`src/rtl/alarm_pkg.sv`:
```
// Shared types and default constants for the alarm siren controller.
package alarm_pkg;

  localparam int STATE_W = 3;

  localparam int DEF_DEBOUNCE_CYCLES = 4;
  localparam int DEF_SIREN_CYCLES    = 1000;
  localparam int DEF_BLINK_HALF      = 50;

  typedef enum logic [STATE_W-1:0] {
    DISARMED = 3'd0,
    ARMED    = 3'd1,
    QUALIFY  = 3'd2,
    SIREN    = 3'd3,
    SILENT   = 3'd4
  } state_t;

endpackage

```
`src/rtl/alarm_timer.sv`:
```
// Clearable saturating up-counter; tc flags the last cycle of a MAX-cycle interval.
module alarm_timer #(
  parameter int MAX = 1
) (
  input  logic clk,
  input  logic rst,
  input  logic clear,
  input  logic en,
  output logic tc
);

  localparam int W = $clog2(MAX + 1);

  logic [W-1:0] count;

  always_ff @(posedge clk) begin
    if (rst || clear) begin
      count <= '0;
    end else if (en && (count != W'(MAX))) begin
      count <= count + W'(1);
    end
  end

  // Asserted while the count sits on its final value, so the owner can act on that edge.
  assign tc = (count == W'(MAX - 1));

endmodule

```
`src/rtl/alarm_siren_ctrl.sv`:
```
// Armed/debounce/siren/silent alarm controller with registered outputs.
// Defining SIREN_BLINK_EN makes the siren blink with half-period BLINK_HALF.
module alarm_siren_ctrl
  import alarm_pkg::*;
#(
  parameter int DEBOUNCE_CYCLES = DEF_DEBOUNCE_CYCLES,
  parameter int SIREN_CYCLES    = DEF_SIREN_CYCLES,
  parameter int BLINK_HALF      = DEF_BLINK_HALF
) (
  input  logic               clk,
  input  logic               rst,
  input  logic               alarma_in,
  input  logic               armed,
  input  logic               ack,
  output logic               siren,
  output logic               alarm_latched,
  output logic [STATE_W-1:0] state
);

  if ((DEBOUNCE_CYCLES < 1) || (SIREN_CYCLES < 1) || (BLINK_HALF < 1)) begin : g_bad_params
    $error("alarm_siren_ctrl: DEBOUNCE_CYCLES, SIREN_CYCLES and BLINK_HALF must all be >= 1");
  end

  localparam int DB_W = $clog2(DEBOUNCE_CYCLES + 1);

  state_t          state_q, state_d;
  logic [DB_W-1:0] deb_q, deb_d;
  logic            siren_d, latched_d;
  logic            entry, in_siren, dur_tc, siren_on;

  assign entry    = (state_d != state_q);
  assign in_siren = (state_q == SIREN);
  assign state    = state_q;

  alarm_timer #(.MAX(SIREN_CYCLES)) u_dur_timer (
    .clk   (clk),
    .rst   (rst),
    .clear (entry),
    .en    (in_siren),
    .tc    (dur_tc)
  );

`ifdef SIREN_BLINK_EN
  logic phase_q, phase_d, blink_tc;

  // Restarting the phase timer at each half-period boundary keeps the blink period exact.
  alarm_timer #(.MAX(BLINK_HALF)) u_blink_timer (
    .clk   (clk),
    .rst   (rst),
    .clear (entry | (in_siren & blink_tc)),
    .en    (in_siren),
    .tc    (blink_tc)
  );

  always_comb begin
    phase_d = phase_q;
    if (entry) begin
      phase_d = 1'b1;
    end else if (in_siren && blink_tc) begin
      phase_d = ~phase_q;
    end
  end

  always_ff @(posedge clk) begin
    if (rst) begin
      phase_q <= 1'b0;
    end else begin
      phase_q <= phase_d;
    end
  end

  assign siren_on = phase_d;
`else
  assign siren_on = 1'b1;
`endif

  always_comb begin
    state_d = state_q;
    case (state_q)
      DISARMED: begin
        if (armed) state_d = ARMED;
      end
      ARMED: begin
        if (!armed) begin
          state_d = DISARMED;
        end else if (alarma_in) begin
          state_d = (DEBOUNCE_CYCLES == 1) ? SIREN : QUALIFY;
        end
      end
      QUALIFY: begin
        if (!armed) begin
          state_d = DISARMED;
        end else if (!alarma_in) begin
          state_d = ARMED;
        end else if (deb_q >= DB_W'(DEBOUNCE_CYCLES - 1)) begin
          state_d = SIREN;
        end
      end
      SIREN: begin
        if (ack) begin
          state_d = armed ? ARMED : DISARMED;
        end else if (dur_tc) begin
          state_d = SILENT;
        end
      end
      SILENT: begin
        if (ack) state_d = armed ? ARMED : DISARMED;
      end
      default: state_d = DISARMED;
    endcase

    // Debounce count is 1 on QUALIFY entry (first high sample already seen), else 0.
    deb_d = '0;
    if (state_d == QUALIFY) begin
      if (state_q != QUALIFY) begin
        deb_d = DB_W'(1);
      end else if (deb_q != DB_W'(DEBOUNCE_CYCLES)) begin
        deb_d = deb_q + DB_W'(1);
      end else begin
        deb_d = deb_q;
      end
    end

    siren_d   = (state_d == SIREN) && siren_on;
    latched_d = (state_d == SIREN) || (state_d == SILENT);
  end

  always_ff @(posedge clk) begin
    if (rst) begin
      state_q       <= DISARMED;
      deb_q         <= '0;
      siren         <= 1'b0;
      alarm_latched <= 1'b0;
    end else begin
      state_q       <= state_d;
      deb_q         <= deb_d;
      siren         <= siren_d;
      alarm_latched <= latched_d;
    end
  end

endmodule

```
`config.mk`:
```
export PLATFORM = sky130hd
export DESIGN_NAME = alarm_siren_ctrl
export DESIGN_NICKNAME = d
export VERILOG_FILES = /design/src/rtl/alarm_pkg.sv /design/src/rtl/alarm_timer.sv /design/src/rtl/alarm_siren_ctrl.sv
export SDC_FILE = /design/constraint.sdc
export NUM_CORES = 1
export LEC_CHECK = 0
export ABC_AREA = 0
export CAP_MARGIN = 20
export CORE_MARGIN = 8
export CORE_UTILIZATION = 49
export DETAILED_ROUTE_END_ITERATION = 8
export HOLD_SLACK_MARGIN = 0.08
export MAX_ROUTING_LAYER = met4
export PLACE_DENSITY_LB_ADDON = 0.1
export SETUP_SLACK_MARGIN = 0.4
export SLEW_MARGIN = 20
export SYNTH_ARGS = -nofsm -noshare
export SYNTH_HDL_FRONTEND = slang
export SYNTH_SLANG_ARGS = --single-unit
```
`constraint.sdc`:
```
create_clock -name clk -period 1.9 [get_ports clk]
set_input_delay 0.19 -clock clk [delete_from_list [all_inputs] [get_ports clk]]
set_output_delay 0.19 -clock clk [all_outputs]
set_load 0.05 [all_outputs]
```
== Word-level counts from Yosys, hierarchy flattened ==
Cells that the tools add are included.
Word-level totals
  input port bits: 5
  memory bits (writable): 0
  memories: 0
  output and inout port bits: 5
  register bits after elaboration: 18
  latch bits: 0
  memory bits (read-only): 0
Cells by class
  $mul: 0
  equality and inequality tests: 12
  reductions and logical operators: 7
  shifts and indexed selects: 0
  muxes and demuxes: 13
  bitwise operators: 1
  magnitude comparators: 1
  add/subtract/negate cells: 2
  div/mod/pow operators: 0
Operator list (number)
  3-bit 2-to-1 mux: 9
  3-bit one-hot mux with 5 select lines: 1
  3-bit by 2-bit equality test with 1-bit output (second input constant): 4
  10-bit by 1-bit adder with 10-bit output (second input constant): 1
  10-bit equality test (second input constant): 1
  10-bit != test (second input constant): 1
  3-bit equality test (second input constant): 2
  3-bit by 1-bit adder with 3-bit output (second input constant): 1
  3-bit by 1-bit equality test with 1-bit output (second input constant): 1
  3-bit by 2-bit >= comparator with 1-bit output (second input constant): 1
  3-bit zero test: 1
  1-bit 2-to-1 mux: 3
  3-bit by 2-bit != test with 1-bit output (second input constant): 1
  3-bit != test: 1
  3-bit != test (second input constant): 1
  3-bit OR reduction: 1
  1-bit logical OR: 2
  2-bit nonzero test: 1
  2-bit OR reduction: 1
  1-bit logical AND: 1
  1-bit NOT: 1

== Logic depth before layout (Yosys ltp) ==
  depth in word-level cells: 8
  depth in mapped cells: 7
  gate-level depth less buffers: 7

== Hierarchy ==
A second synthesis with hierarchy kept.
Second synthesis, totals
  cells, all modules: 121
  area total of the unflattened synthesis: 1054.8 sq um
Modules (own cells, without submodules)
  alarm_timer: area each 576.8 sq um, seq. area each 200.2 sq um, instances 1, cells each 67
  alarm_siren_ctrl: area each 478.0 sq um, seq. area each 160.2 sq um, instances 1, cells each 54

== Worst setup path after synthesis ==
No wires, ideal clock.
  path kind: register -> register
  from: register state_q[2], in the netlist state[2]
  to: register deb_q[2]
  cell stages (with the launch flop): 6
  arrival: 2107 ps
  slack: -286 ps
  setup time: 79 ps
  cell sequence: dfxtp_1 and3b_4 a211o_1 o21ai_1 or4b_4 a211oi_2
On the way
  longest elaborated chain between the ends: 7
Ends and longest elaborated chain
  from (decl): line alarm_siren_ctrl.sv:26  | state_t state_q, state_d;
  from (signal assigned): line alarm_siren_ctrl.sv:135  | state_q <= state_d;
  3-bit 2-to-1 mux: line alarm_siren_ctrl.sv:95  | end else if (deb_q >= DB_W'(DEBOUNCE_CYCLES - 1)) begin
  3-bit 2-to-1 mux: line alarm_siren_ctrl.sv:93  | end else if (!alarma_in) begin
  3-bit 2-to-1 mux: line alarm_siren_ctrl.sv:91  | if (!armed) begin
  3-bit one-hot mux with 5 select lines: line alarm_siren_ctrl.sv:79  | case (state_q)
  3-bit by 2-bit equality test with 1-bit output: line alarm_siren_ctrl.sv:114  | if (state_d == QUALIFY) begin
  1-bit NOT (no line)
  3-bit OR reduction (no line) *
  to (signal assigned): line alarm_siren_ctrl.sv:131  | deb_q <= '0;
  to (signal assigned): line alarm_siren_ctrl.sv:136  | deb_q <= deb_d;
  to (decl): line alarm_siren_ctrl.sv:27  | logic [DB_W-1:0] deb_q, deb_d;
Every way passes the cells marked *; elsewhere a longest branch is shown, timed or not.
A chain may end at the register's enable or synchronous reset.

== Worst setup path after layout ==
  from: register deb_q[0]
  to: register deb_q[2]
On the way
  longest elaborated chain between the ends: 8
Ends and longest elaborated chain (line)
  3-bit by 2-bit >= comparator with 1-bit output: alarm_siren_ctrl.sv:95
  3-bit 2-to-1 mux: alarm_siren_ctrl.sv:95
  3-bit 2-to-1 mux: alarm_siren_ctrl.sv:93
  3-bit 2-to-1 mux: alarm_siren_ctrl.sv:91
  3-bit one-hot mux with 5 select lines: alarm_siren_ctrl.sv:79
  3-bit by 2-bit equality test with 1-bit output: alarm_siren_ctrl.sv:114
  1-bit NOT (no line)
  3-bit OR reduction (no line)
Parallel ways exist; a longest one is shown, timed or not.

==> impl_metrics.ini <==
[power]
p_per_area_nw_per_um2 = 450
power_frac_seq_pct = 55.4
power.switching_mw = 0.178
peakVddDrop_mv = 0.404
clockPowerShare_pct = 27.6
p_leak_nw = 0.571
combPwrFrac_pct = 17.0
sw_frac_of_total_pct = 25.9
internal-power_mw = 0.511

[logic_synthesis]
yosys.area.top_type_share_pct = 36.6
yosysTopAreaCell = dfxtp_1
async_reset_ff_share_pct = 0
synth_compound_area_share_pct = 11.9
synth.avg_cell_area_um2 = 8.79
yosys.area_share.xor_xnor_pct = 9.78
ys_types = 36
yosysWarnings = 0
synth_cells = 112
yosysMostFrequentCell = dfxtp_1
synth_common_cells = dfxtp_1 (18), nor3_1 (15), nor2_1 (9)
muxShareOfSynthArea_pct = 2.03
syn_nets = 122
ys.flop_type = dfxtp_1
synth_edf_count = 0
synth_area_um2 = 985
ys_seq_area_share_pct = 36.6
ys_top_cells_by_area = dfxtp_1 (37%), nor3_1 (7.6%), xnor2_1 (7.1%), ha_1 (6.4%), nor2_1 (3.4%)
synth_top_family_by_area = simple AND/OR/NAND/NOR gates
synthSimpleGateAreaFrac_pct = 28.0
ys_ff_latch = 18
synthAdderAreaFrac_pct = 6.35

[clock_network]
cts_buffers = 3
htreeDepth = 1
postCtsHoldBufs = 0
clk_latency_ns = 0.29
cts_sinks = 18
clkTransAtPathRegs_ns = 0.10
clockBufferDepth = 2
cts_tree = built
clockRootBuffer = clkbuf_4

[setup_path]
worstPathArrival_ns = 2.07
worst_ep_required_time_ns = 2.11
worst-setup-path-type = reg2reg
critPathLaunchType = flop
cp_max_fo = 3
end_kind = flop

[detailed_routing]
drtIter0Drc = 31
via_per_inst = 5.59
drc_errors = 0
wire_per_inst_um = 16.6
antenna_left = 0
first_pass_iters = 4
dr_total_vias = 1012
routed_wl_um = 3010

[die]
chipHeight_um = 60.8
fp.dieW_um = 60.8
start_util_pct = 51.2
io_pins = 10
core-area_um2 = 1920
die_area_um2 = 3700
num_rows = 16

[layout]
drive_gt1_share_pct = 45.5
area_growth_pct = 55.5
final_net_count = 165
fin_util_pct = 79.7
instances_no_fill = 181
n_antenna_cell = 0

[sta]
fin_skew_ns = 0.00250
slew_headroom_pct = 67.2
worstMarginPinSlew_ns = 0.493
drv_slew = 0
clock.fmax_mhz = 537
hold_viol_final = 0
post-route-period-util_pct = 98.0
setup_tns_ns = 0
setup_viol = 0
grt_setup_unrepaired = true
period_minus_slack_ns = 1.86
layout_setup_ws_ns = 0.0372
hold_slack_ns = 0.541

[grt]
antenna_found_initial = 0
grt_pass1_vias = 1078
grt_max_degree = 11
grt_use_total_pct = 17.7
grt_overflow = 0
grt_pass1_wl_um = 4790

[job]
max_cap_violations = 0

[worst_hold_path]
hp-class = in2reg

[place]
dp_hpwl_um = 1510
gp_congestion = 0.794
io_buffers = 9
pre_cts_slack_ns = -0.211
dp_cells = 157

[run_status]
status = finished, final reports clean
[cell families after synthesis]
group,Yosys count
compound gates,15
fa+ha+maj,5
flops,18
buf+inv,12
xor+xnor,11
mux,2
simple gates,49
[critical path: stages, from the launching register on]
cell      delay (ns)
dfxtp_2         0.35
ha_4            0.17
ha_4            0.16
nor2_4          0.16
a31oi_4         0.11
o21ai_2         0.17
or4b_4          0.52
a211oi_2        0.15
[per-stage QoR]
| stage | cell area, um^2 | power, mW |
|---|---|---|
| final | 1530 | 0.690 |
| after global routing | 1530 | 0.720 |
| after CTS | 1480 | 0.680 |
| after detailed placement | 1200 | 0.460 |
| after global placement | 1200 | 0.459 |
| after floorplan | 1020 | 0.437 |
[per-layer routing]
layer | routed length, um | GRT usage, % | up-vias
li1 | - | - | 484
met1 | 1360 | 18.4 | 499
met2 | 1520 | 31.7 | 21
met3 | 98 | 3.81 | 8
met4 | 26 | 6.98 | 0
met5 | 0 | - | -
[cell usage in the layout, fill, tap and decap left out, types with 4 or more instances in the layout]
| cell type | Yosys | final |
|---|---|---|
| dlygate4sd2_1 | 0 | 4 |
| dfxtp_2 | 0 | 4 |
| buf_4 | 2 | 28 |
| xnor2_1 | 8 | 8 |
| dfxtp_1 | 18 | 11 |
| nor2_1 | 9 | 7 |
| nand2_1 | 7 | 5 |
| buf_6 | 0 | 4 |
| clkdlybuf4s50_1 | 0 | 4 |
| nor3_1 | 15 | 11 |
| inv_1 | 8 | 8 |
| nor3_2 | 0 | 4 |
[power by group through the flow]
stage / Combinational (mW) / Sequential, mW / Clock [mW]
finish: 0.117 / 0.382 / 0.190
global route: 0.124 / 0.383 / 0.214
global placement: 0.0679 / 0.391 / 0
floorplan: 0.0415 / 0.396 / 0
detailed placement: 0.0686 / 0.391 / 0
CTS: 0.104 / 0.381 / 0.195
[layout make-up]
type / instances / area [um^2]
repair buffers: 41 / 335
well taps: 27 / 33.8
clock inverters: 1 / 3.75
fillers: 132 / 390
clock buffers: 3 / 22.5
inverters: 8 / 30.0
multi-input cells: 83 / 729
flip-flops and latches: 18 / 377
[final timing paths]
path / start / end / slack [ns] / depth (start not counted)
max: deb_q[0] / deb_q[2] / 0.04 / 7
min: rst / state[0] / 0.54 / 2
max reg2reg: deb_q[0] / deb_q[2] / 0.04 / 7
min reg2reg: u_dur_timer.count[9] / u_dur_timer.count[9] / 0.56 / 2
[timing repair]
action / 4_1_cts / 5_1_grt
setup buffers: 19 / 0
resized for setup: 29 / 14
endpoints found under the setup margin: 22 / 18
pin swaps: 8 / 4
cloned: 1 / 0
[sequential cells by signal, summed over array words and instances, names as in the netlist]
signal and flops:
u_dur_timer.count 10, deb_q 3, state 3, alarm_latched 1, siren 1
No activity file was read; power rests on OpenSTA's default activity.
